===== config.mk =====
export PLATFORM = sky130hd
export DESIGN_NAME = wb_stage
export DESIGN_NICKNAME = d
export VERILOG_FILES = /design/src/rtl/wb_stage.sv
export SDC_FILE = /design/constraint.sdc
export NUM_CORES = 1
export LEC_CHECK = 0
export BUFFER_PORTS_ARGS = -buffer_cell sky130_fd_sc_hd__buf_2
export CAP_MARGIN = 20
export CORE_ASPECT_RATIO = 0.5
export CORE_MARGIN = 2
export CORE_UTILIZATION = 25
export DETAILED_ROUTE_END_ITERATION = 8
export PLACE_DENSITY = 0.42
export SYNTH_ARGS = -nofsm -noshare
export SYNTH_HDL_FRONTEND = slang
export SYNTH_SLANG_ARGS = --single-unit

===== constraint.sdc =====
create_clock -name clk -period 3.6 [get_ports clk]
set_input_delay 0.36 -clock clk [delete_from_list [all_inputs] [get_ports clk]]
set_output_delay 0.36 -clock clk [all_outputs]
set_load 0.005 [all_outputs]

===== src/rtl/wb_stage.sv =====
// miniRV writeback stage: in-order retire queue, load-response FIFO with same-cycle bypass,
// load alignment and registered register-file write port. Define WB_SUBWORD_EN for lb/lh/lhu support.
module wb_stage #(
  parameter int unsigned XLEN  = 32,
  parameter int unsigned DEPTH = 4,
  parameter int unsigned RD_W  = 5
) (
  input  logic            clk,
  input  logic            rst_n,
  input  logic            in_valid,
  output logic            in_ready,
  input  logic [1:0]      in_kind,
  input  logic [2:0]      in_funct3,
  input  logic [1:0]      in_addr_lo,
  input  logic [XLEN-1:0] in_alures,
  input  logic [XLEN-1:0] in_imm,
  input  logic [XLEN-1:0] in_pc4,
  input  logic [RD_W-1:0] in_rd,
  input  logic            rsp_valid,
  input  logic [XLEN-1:0] rsp_data,
  output logic            rf_we,
  output logic [RD_W-1:0] rf_waddr,
  output logic [XLEN-1:0] rf_wdata,
  output logic            busy,
  output logic            proto_err
);

  typedef enum logic [1:0] {
    KIND_ALU  = 2'd0,
    KIND_LOAD = 2'd1,
    KIND_LUI  = 2'd2,
    KIND_JUMP = 2'd3
  } kind_t;

  localparam int unsigned PW = (DEPTH > 1) ? $clog2(DEPTH) : 1;
  localparam int unsigned CW = PW + 1;
  localparam logic [CW-1:0] DEPTH_C = CW'(DEPTH);

  kind_t           q_kind    [DEPTH];
  logic [2:0]      q_funct3  [DEPTH];
  logic [1:0]      q_addr_lo [DEPTH];
  logic [RD_W-1:0] q_rd      [DEPTH];
  logic [XLEN-1:0] q_opnd    [DEPTH];
  logic [PW-1:0]   q_head, q_tail;
  logic [CW-1:0]   q_count;

  logic [XLEN-1:0] r_data [DEPTH];
  logic [PW-1:0]   r_head, r_tail;
  logic [CW-1:0]   r_count;

  logic [CW-1:0]   loads_outstanding;

  kind_t           in_kind_e;
  logic            enq;
  logic            rsp_accept;
  logic            head_valid;
  logic            head_load;
  logic            retire;
  logic            bypass;
  logic            rsp_push;
  logic            rsp_pop;
  logic [XLEN-1:0] load_word;
  logic [XLEN-1:0] result;
  logic [XLEN-1:0] enq_opnd;

  function automatic logic [XLEN-1:0] align_load(
    input logic [XLEN-1:0] w,
    input logic [2:0]      f3,
    input logic [1:0]      off
  );
    logic [7:0] b;
`ifdef WB_SUBWORD_EN
    logic [15:0] h;
`endif
    b = w[int'(off)*8 +: 8];
`ifdef WB_SUBWORD_EN
    h = off[1] ? w[31:16] : w[15:0];
    case (f3)
      3'b000:  align_load = {{(XLEN-8){b[7]}}, b};
      3'b001:  align_load = {{(XLEN-16){h[15]}}, h};
      3'b100:  align_load = {{(XLEN-8){1'b0}}, b};
      3'b101:  align_load = {{(XLEN-16){1'b0}}, h};
      default: align_load = w;
    endcase
`else
    align_load = (f3 == 3'b100) ? {{(XLEN-8){1'b0}}, b} : w;
`endif
  endfunction

  assign in_ready = (q_count < DEPTH_C);
  assign busy     = (q_count != '0);

  always_comb begin
    in_kind_e  = kind_t'(in_kind);
    enq        = in_valid && in_ready;
    rsp_accept = rsp_valid && (loads_outstanding != '0);
    head_valid = (q_count != '0);
    head_load  = head_valid && (q_kind[q_head] == KIND_LOAD);
    // A load head takes the oldest buffered word first; a same-cycle word is only
    // consumed directly when nothing older is buffered, which keeps response order.
    retire     = head_valid && (!head_load || (r_count != '0) || rsp_accept);
    bypass     = head_load && (r_count == '0) && rsp_accept;
    rsp_push   = rsp_accept && !bypass;
    rsp_pop    = head_load && (r_count != '0);
    load_word  = (r_count != '0) ? r_data[r_head] : rsp_data;
    result     = head_load ? align_load(load_word, q_funct3[q_head], q_addr_lo[q_head])
                           : q_opnd[q_head];
    case (in_kind_e)
      KIND_LUI:  enq_opnd = in_imm;
      KIND_JUMP: enq_opnd = in_pc4;
      default:   enq_opnd = in_alures;
    endcase
  end

  always_ff @(posedge clk or negedge rst_n) begin
    if (!rst_n) begin
      for (int unsigned i = 0; i < DEPTH; i++) begin
        q_kind[i]    <= KIND_ALU;
        q_funct3[i]  <= '0;
        q_addr_lo[i] <= '0;
        q_rd[i]      <= '0;
        q_opnd[i]    <= '0;
        r_data[i]    <= '0;
      end
      q_head            <= '0;
      q_tail            <= '0;
      q_count           <= '0;
      r_head            <= '0;
      r_tail            <= '0;
      r_count           <= '0;
      loads_outstanding <= '0;
      rf_we             <= 1'b0;
      rf_waddr          <= '0;
      rf_wdata          <= '0;
      proto_err         <= 1'b0;
    end else begin
      if (enq) begin
        q_kind[q_tail]    <= in_kind_e;
        q_funct3[q_tail]  <= in_funct3;
        q_addr_lo[q_tail] <= in_addr_lo;
        q_rd[q_tail]      <= in_rd;
        q_opnd[q_tail]    <= enq_opnd;
        q_tail            <= q_tail + PW'(1);
      end
      if (retire) begin
        q_head <= q_head + PW'(1);
      end
      q_count <= q_count + CW'(enq) - CW'(retire);

      if (rsp_push) begin
        r_data[r_tail] <= rsp_data;
        r_tail         <= r_tail + PW'(1);
      end
      if (rsp_pop) begin
        r_head <= r_head + PW'(1);
      end
      r_count <= r_count + CW'(rsp_push) - CW'(rsp_pop);

      loads_outstanding <= loads_outstanding
                         + CW'(enq && (in_kind_e == KIND_LOAD))
                         - CW'(rsp_accept);

      if (rsp_valid && (loads_outstanding == '0)) begin
        proto_err <= 1'b1;
      end

      rf_we <= retire && (q_rd[q_head] != '0);
      if (retire) begin
        rf_waddr <= q_rd[q_head];
        rf_wdata <= result;
      end
    end
  end

endmodule


**After elaboration in Yosys (flattened, before gate mapping)**

Cells that the tools add are included.

- Input bits: 144
- Flip-flop bits (word level): 360

- Add/sub/neg operators: 10
- Magnitude comparators: 7
- Shifts and indexed selects: 1
- Bitwise logic cells: 4
- Reductions and logical operators: 23
- Eq/ne operators: 5
- Multiplexer cells: 38

Operators with widths:

| operator | count |
|---|---|
| two-way mux 32 bit | 9 |
| bitwise mux 128 bit | 2 |
| binary-select mux 32 bit (select 2 bit) | 2 |
| demux 32 bit (select 2 bit) | 2 |
| case mux 32 bit (2 select lines) | 1 |
| variable part select 32 x 6 -> 8 bit | 1 |
| bitwise mux 20 bit | 1 |
| bitwise mux 8 bit | 2 |
| two-way mux 5 bit | 3 |
| logical AND 1 bit | 13 |
| bitwise mux 12 bit | 1 |
| >= comparator 3 bit (second input constant) | 4 |
| inverter 2 -> 3 bit | 4 |
| binary-select mux 5 bit (select 2 bit) | 1 |
| demux 5 bit (select 2 bit) | 1 |
| two-way mux 2 bit | 5 |
| adder 3 x 1 -> 3 bit | 3 |
| two-way mux 3 bit | 3 |
| nonzero test 3 bit | 3 |
| subtractor 3 x 1 -> 3 bit | 3 |
| adder 2 x 1 -> 2 bit (second input constant) | 4 |
| binary-select mux 2 bit (select 2 bit) | 2 |
| binary-select mux 3 bit (select 2 bit) | 1 |
| demux 3 bit (select 2 bit) | 1 |
| 10 further kinds | 16 |

**Depth between registers and ports, before layout**

- Depth after elaboration: 12
- Gate-level depth with buffers: 13
- Mapped depth without buffers: 11

**Worst setup path before layout**

No wires, ideal clock.

- Kind: reg-to-reg
- Start: register q_head[0]
- End: register q_count[2]
- Period minus slack after synthesis: 3.128 ns
- Required time: 3.475 ns
- Arrival time: 3.003 ns
- Setup time: 0.125 ns
- Cell stages (with the launch flop): 14
- Path slack: 0.472 ns
- Path through: dfrtp_1 -> buf_2 -> mux4_2 -> o21ai_1 -> clkbuf_1 -> inv_1 -> clkbuf_1 -> ha_1 -> inv_1 -> ha_1 -> inv_1 -> fa_1 -> xnor2_1 -> xnor2_1

- Cells in the longest elaborated chain, start to end: 11

RTL lines:

| item | line | text |
|---|---|---|
| start, declared | 44 | `logic [PW-1:0] q_head, q_tail;` |
| start signal, assigned | 146 | `q_head <= q_head + PW'(1);` |
| inverter 2 -> 3 bit (not written as such) | 98 | `head_load = head_valid && (q_kind[q_head] == KIND_LOAD);` |
| binary-select mux 2 bit (select 2 bit) | 98 |  |
| two-way mux 2 bit (not written as such) (2 in a row) | 98 |  |
| equality test 2 x 1 -> 1 bit | 98 |  |
| logical AND 1 bit | 98 |  |
| zero test 1 bit | 101 | `retire = head_valid && (!head_load \|\| (r_count != '0) \|\| rsp_accept);` |
| logical OR 1 bit (2 in a row) | 101 |  |
| logical AND 1 bit | 101 |  |
| net retire | 58 | `logic retire;` |
| subtractor 3 x 1 -> 3 bit | 148 | `q_count <= q_count + CW'(enq) - CW'(retire);` |
| end signal, assigned | 148 |  |
| end, declared | 45 | `logic [CW-1:0] q_count;` |

The timed path passes the listed nets, and every way through them passes these cells. The select of a mux whose other input is x is not followed.
A chain may end at the register's enable or synchronous reset.

**Worst setup path in the final report**

- Start: register q_head[0]
- End: register r_count[2]

- Cells in the longest elaborated chain, start to end: 12
- Elaborated cells between the ends (all ways): 13
- Classes of those cells: 2 x add/sub; 1 x eq/ne; 3 x mux; 1 x bitwise; 6 x reduce/logical

RTL lines:

| item | line | text |
|---|---|---|
| inverter 2 -> 3 bit (not written as such) * | 98 |  |
| binary-select mux 2 bit (select 2 bit) * | 98 |  |
| two-way mux 2 bit (not written as such) * (2 in a row) | 98 |  |
| equality test 2 x 1 -> 1 bit * | 98 |  |
| logical AND 1 bit * | 98 |  |
| logical AND 1 bit (2 in a row) | 102 | `bypass = head_load && (r_count == '0) && rsp_accept;` |
| zero test 1 bit | 103 | `rsp_push = rsp_accept && !bypass;` |
| logical AND 1 bit | 103 |  |
| adder 3 x 1 -> 3 bit | 157 | `r_count <= r_count + CW'(rsp_push) - CW'(rsp_pop);` |
| subtractor 3 x 1 -> 3 bit * | 157 |  |
| end signal, assigned | 157 |  |
| end, declared | 49 | `logic [CW-1:0] r_count;` |

Every way passes the cells marked *; elsewhere a longest branch is shown, timed or not. The select of a mux whose other input is x is not followed.

==> results.sh <==
export IMPL_outcome="completed"
export IMPL_synth_yosys_seq_area_share=0.520
export IMPL_arrival_ns=3.50
export IMPL_place_gp_congestion=0.743
export IMPL_critical_path_type="reg -> reg"
export IMPL_slew_headroom=0.363
export IMPL_asyncSetResetFlopFracSynth=1.00
export IMPL_grt_pass1_vias=11400
export IMPL_final_setup_skew_ns=0.0251
export IMPL_totalPowerFinal_uw=20300
export IMPL_clock_buffer_count_from_cts=40
export IMPL_cts_reportedPaths_clkPinSlew_ns=0.06
export IMPL_finish_instance_area_um2=20500
export IMPL_layout_filler_cells=7083
export IMPL_floorplan_die_area_um2=71500
export IMPL_crit_required_ns=4.03
export IMPL_min_path_cells=2
export IMPL_final_seq_area_um2=9010
export IMPL_ys_flop_type="sky130_fd_sc_hd__dfrtp_1"
export IMPL_placement_rows=68
export IMPL_start_util=0.252
export IMPL_worst_slew_pin_transition_ns=0.953
export IMPL_synth_edf_count=0
export IMPL_worst_path_max_fanout=10
export IMPL_timing_setup_tns_ns=0
export IMPL_hpwlAfterDp_mm=30.8
export IMPL_post_drt_wl_per_cell_um=19.1
export IMPL_post_synth_main_area_contributors="sky130_fd_sc_hd__dfrtp_1 52%, sky130_fd_sc_hd__mux2_4 10%, sky130_fd_sc_hd__mux4_2 9.6%"
export IMPL_synth_top_cell_area_share=0.520
export IMPL_hold_path_startpoint="rsp_valid"
export IMPL_route_detailed_vias_per_inst=4.49
export IMPL_synthMostInstantiatedCell="sky130_fd_sc_hd__dfrtp_1"
export IMPL_postcts_resize_cnt=0
export IMPL_max_freq_ghz=0.326
export IMPL_report_final_setup_viol=0
export IMPL_holdWs_ns=0.0358
export IMPL_hold_end="proto_err"
export IMPL_syn_nets=1532
export IMPL_place_inst=2386
export IMPL_synthesis_area_um2=17300
export IMPL_antenna_found_initial=1
export IMPL_ioPinCount=185
export IMPL_grt_max_degree=134
export IMPL_yosysTopAreaCell="sky130_fd_sc_hd__dfrtp_1"
export IMPL_hold_violations=0
export IMPL_cts_root_to_sink_buffers=3
export IMPL_synth_distinct_cells=44
export IMPL_clock_tree_root_cell="sky130_fd_sc_hd__clkbuf_16"
export IMPL_worstReg2RegStart="q_head[0]"
export IMPL_place_area_um2=19200
export IMPL_synth_cells=1371
export IMPL_area_growth_synth_to_final_pct=18.6
export IMPL_initialDrtViolationCount=711
export IMPL_yosysWarnings=0
export IMPL_cts_tree="yes"
export IMPL_drt_total_wl_mm=46.9
export IMPL_vias=11000
export IMPL_setup_reg_to_reg_worst_slack_ns=0.54
export IMPL_final_max_slew_violation_count=0
export IMPL_n_antenna_cell=0
export IMPL_die_w_um=376
export IMPL_postSynthAreaPerCell_um2=12.6
export IMPL_route_antenna_remaining_nets=0
export IMPL_nNetsFinal=1680
export IMPL_grt_first_pass_wirelength_mm=72.5
export IMPL_powerDensity_nw_per_um2=990
export IMPL_share_of_final_layout_standard_cells_stronger_than_drive_strength_1=0.342
export IMPL_p_leak_uw=0.00935
export IMPL_min_period_ns=3.06
export IMPL_core_area_um2=68700
export IMPL_ys_top_cells_by_count="360 x sky130_fd_sc_hd__dfrtp_1, 216 x sky130_fd_sc_hd__nand2_1, 186 x sky130_fd_sc_hd__o21ai_0"
export IMPL_timing_final_crit_share=0.851
export IMPL_clock_latency_reported_for_the_late_side_of_the_worst_skew_pair_ns=0.55
export IMPL_vdd_drop_max_uv=355
export IMPL_r2r_end="r_count[2]"
export IMPL_dr_pass1_iters=5
export IMPL_min_path_type="in -> reg"
export IMPL_finalNonFillerCells=2455
export IMPL_chipHeight_um=190
export IMPL_critPathCaptureType="flip-flop"
export IMPL_multi_input_comb_area_um2=7770
export IMPL_setup_repair_after_global_routing_missed_its_margin="false"
export IMPL_grt_overflow=0
export IMPL_cts_num_sinks=360
export IMPL_synthesis_stage_register_bit_count=360
export IMPL_number_of_max_cap_violations=0
export IMPL_port_buffers=184
export IMPL_remaining_drc_errors=0
export IMPL_track_usage=0.132
export IMPL_worstSetupStartpointType="flip-flop"
export IMPL_worst_r2r_path_depth=9
export IMPL_cts_htree_levels=2
logic make-up after synthesis:
| family | synth area share |
|---|---|
| fa+ha+maj | 0.0136 |
| flops | 0.520 |
| mux | 0.271 |
| xor+xnor | 0.00607 |
| buf+inv | 0.0324 |
| compound gates | 0.0817 |
| simple gates | 0.0746 |
cells in the final DEF, fill, tap and decap left out, types with 31 or more instances in the layout:
cell type,n
sky130_fd_sc_hd__dfrtp_1,357
sky130_fd_sc_hd__nand2_1,212
sky130_fd_sc_hd__o21ai_0,186
sky130_fd_sc_hd__buf_2,183
sky130_fd_sc_hd__mux2_4,120
sky130_fd_sc_hd__mux4_2,74
sky130_fd_sc_hd__mux2i_1,60
sky130_fd_sc_hd__mux2_2,56
sky130_fd_sc_hd__clkbuf_16,42
sky130_fd_sc_hd__a21oi_1,31
metal layers:
| metal | up-vias | share of wire | track usage |
|---|---|---|---|
| met5 | - | 0 | 0 |
| met4 | 0 | 0.023 | 0.0377 |
| met3 | 72 | 0.028 | 0.0190 |
| met2 | 138 | 0.48 | 0.215 |
| met1 | 5596 | 0.47 | 0.183 |
| li1 | 5211 | - | - |
metrics by stage:
stage | setup slack, ns | util
after detailed placement | 0.499 | 0.279
after global placement | 0.503 | 0.279
after CTS | 0.510 | 0.299
final | 0.537 | 0.299
after floorplan | 0.472 | -
after global routing | 0.374 | 0.299
final cells by class:
type | instances | share of cell area
repair buffers | 207 | 0.0593
well taps | 910 | 0.0554
clock buffers | 61 | 0.0585
clock inverters | 7 | 0.00603
flip-flops and latches | 360 | 0.439
inverters | 20 | 0.00365
multi-input cells | 890 | 0.378
where the power goes:
| group | internal, uW | switching (uW) | leakage, uW |
|---|---|---|---|
| logic | 4430 | 4500 | 0.00432 |
| clock network | 2510 | 1670 | 0.000645 |
| registers | 6090 | 1160 | 0.00438 |
what timing repair did:
action | CTS | global route
setup buffers | 0 | 0
endpoints found under the hold margin | 14 | 0
setup endpoints to repair | 0 | 0
hold buffers | 1 | 0
sequential cells by signal (all words and copies together), names as in the netlist, 3 cells and up:
| signal | count |
|---|---|
| loads_outstanding | 3 |
| q_addr_lo | 8 |
| q_count | 3 |
| q_funct3 | 12 |
| q_kind | 8 |
| q_opnd | 128 |
| q_rd | 20 |
| r_count | 3 |
| r_data | 128 |
| rf_waddr | 5 |
| rf_wdata | 32 |
worst max-delay path by stage:
stage / endpoint / startpoint / depth (start not counted) / slack (ns)
after floorplan: q_count[2] / q_head[0] / 13 / 0.47
after global placement: r_count[2] / q_head[0] / 9 / 0.50
after detailed placement: r_count[2] / q_head[0] / 9 / 0.50
after CTS: r_count[2] / q_head[0] / 9 / 0.51
after global routing: r_count[2] / q_head[0] / 9 / 0.37
final: r_count[2] / q_head[0] / 9 / 0.54
worst max-delay path: stages (launching register included):
cell and delay (ns):
sky130_fd_sc_hd__dfrtp_2 0.54, sky130_fd_sc_hd__mux4_2 0.68, sky130_fd_sc_hd__a31oi_4 0.46, sky130_fd_sc_hd__inv_1 0.09, sky130_fd_sc_hd__ha_1 0.29, sky130_fd_sc_hd__inv_1 0.04, sky130_fd_sc_hd__ha_1 0.18, sky130_fd_sc_hd__fa_1 0.40
sky130_fd_sc_hd__xnor2_1 0.14, sky130_fd_sc_hd__xnor2_1 0.12
(Power assumes the default switching activity.)
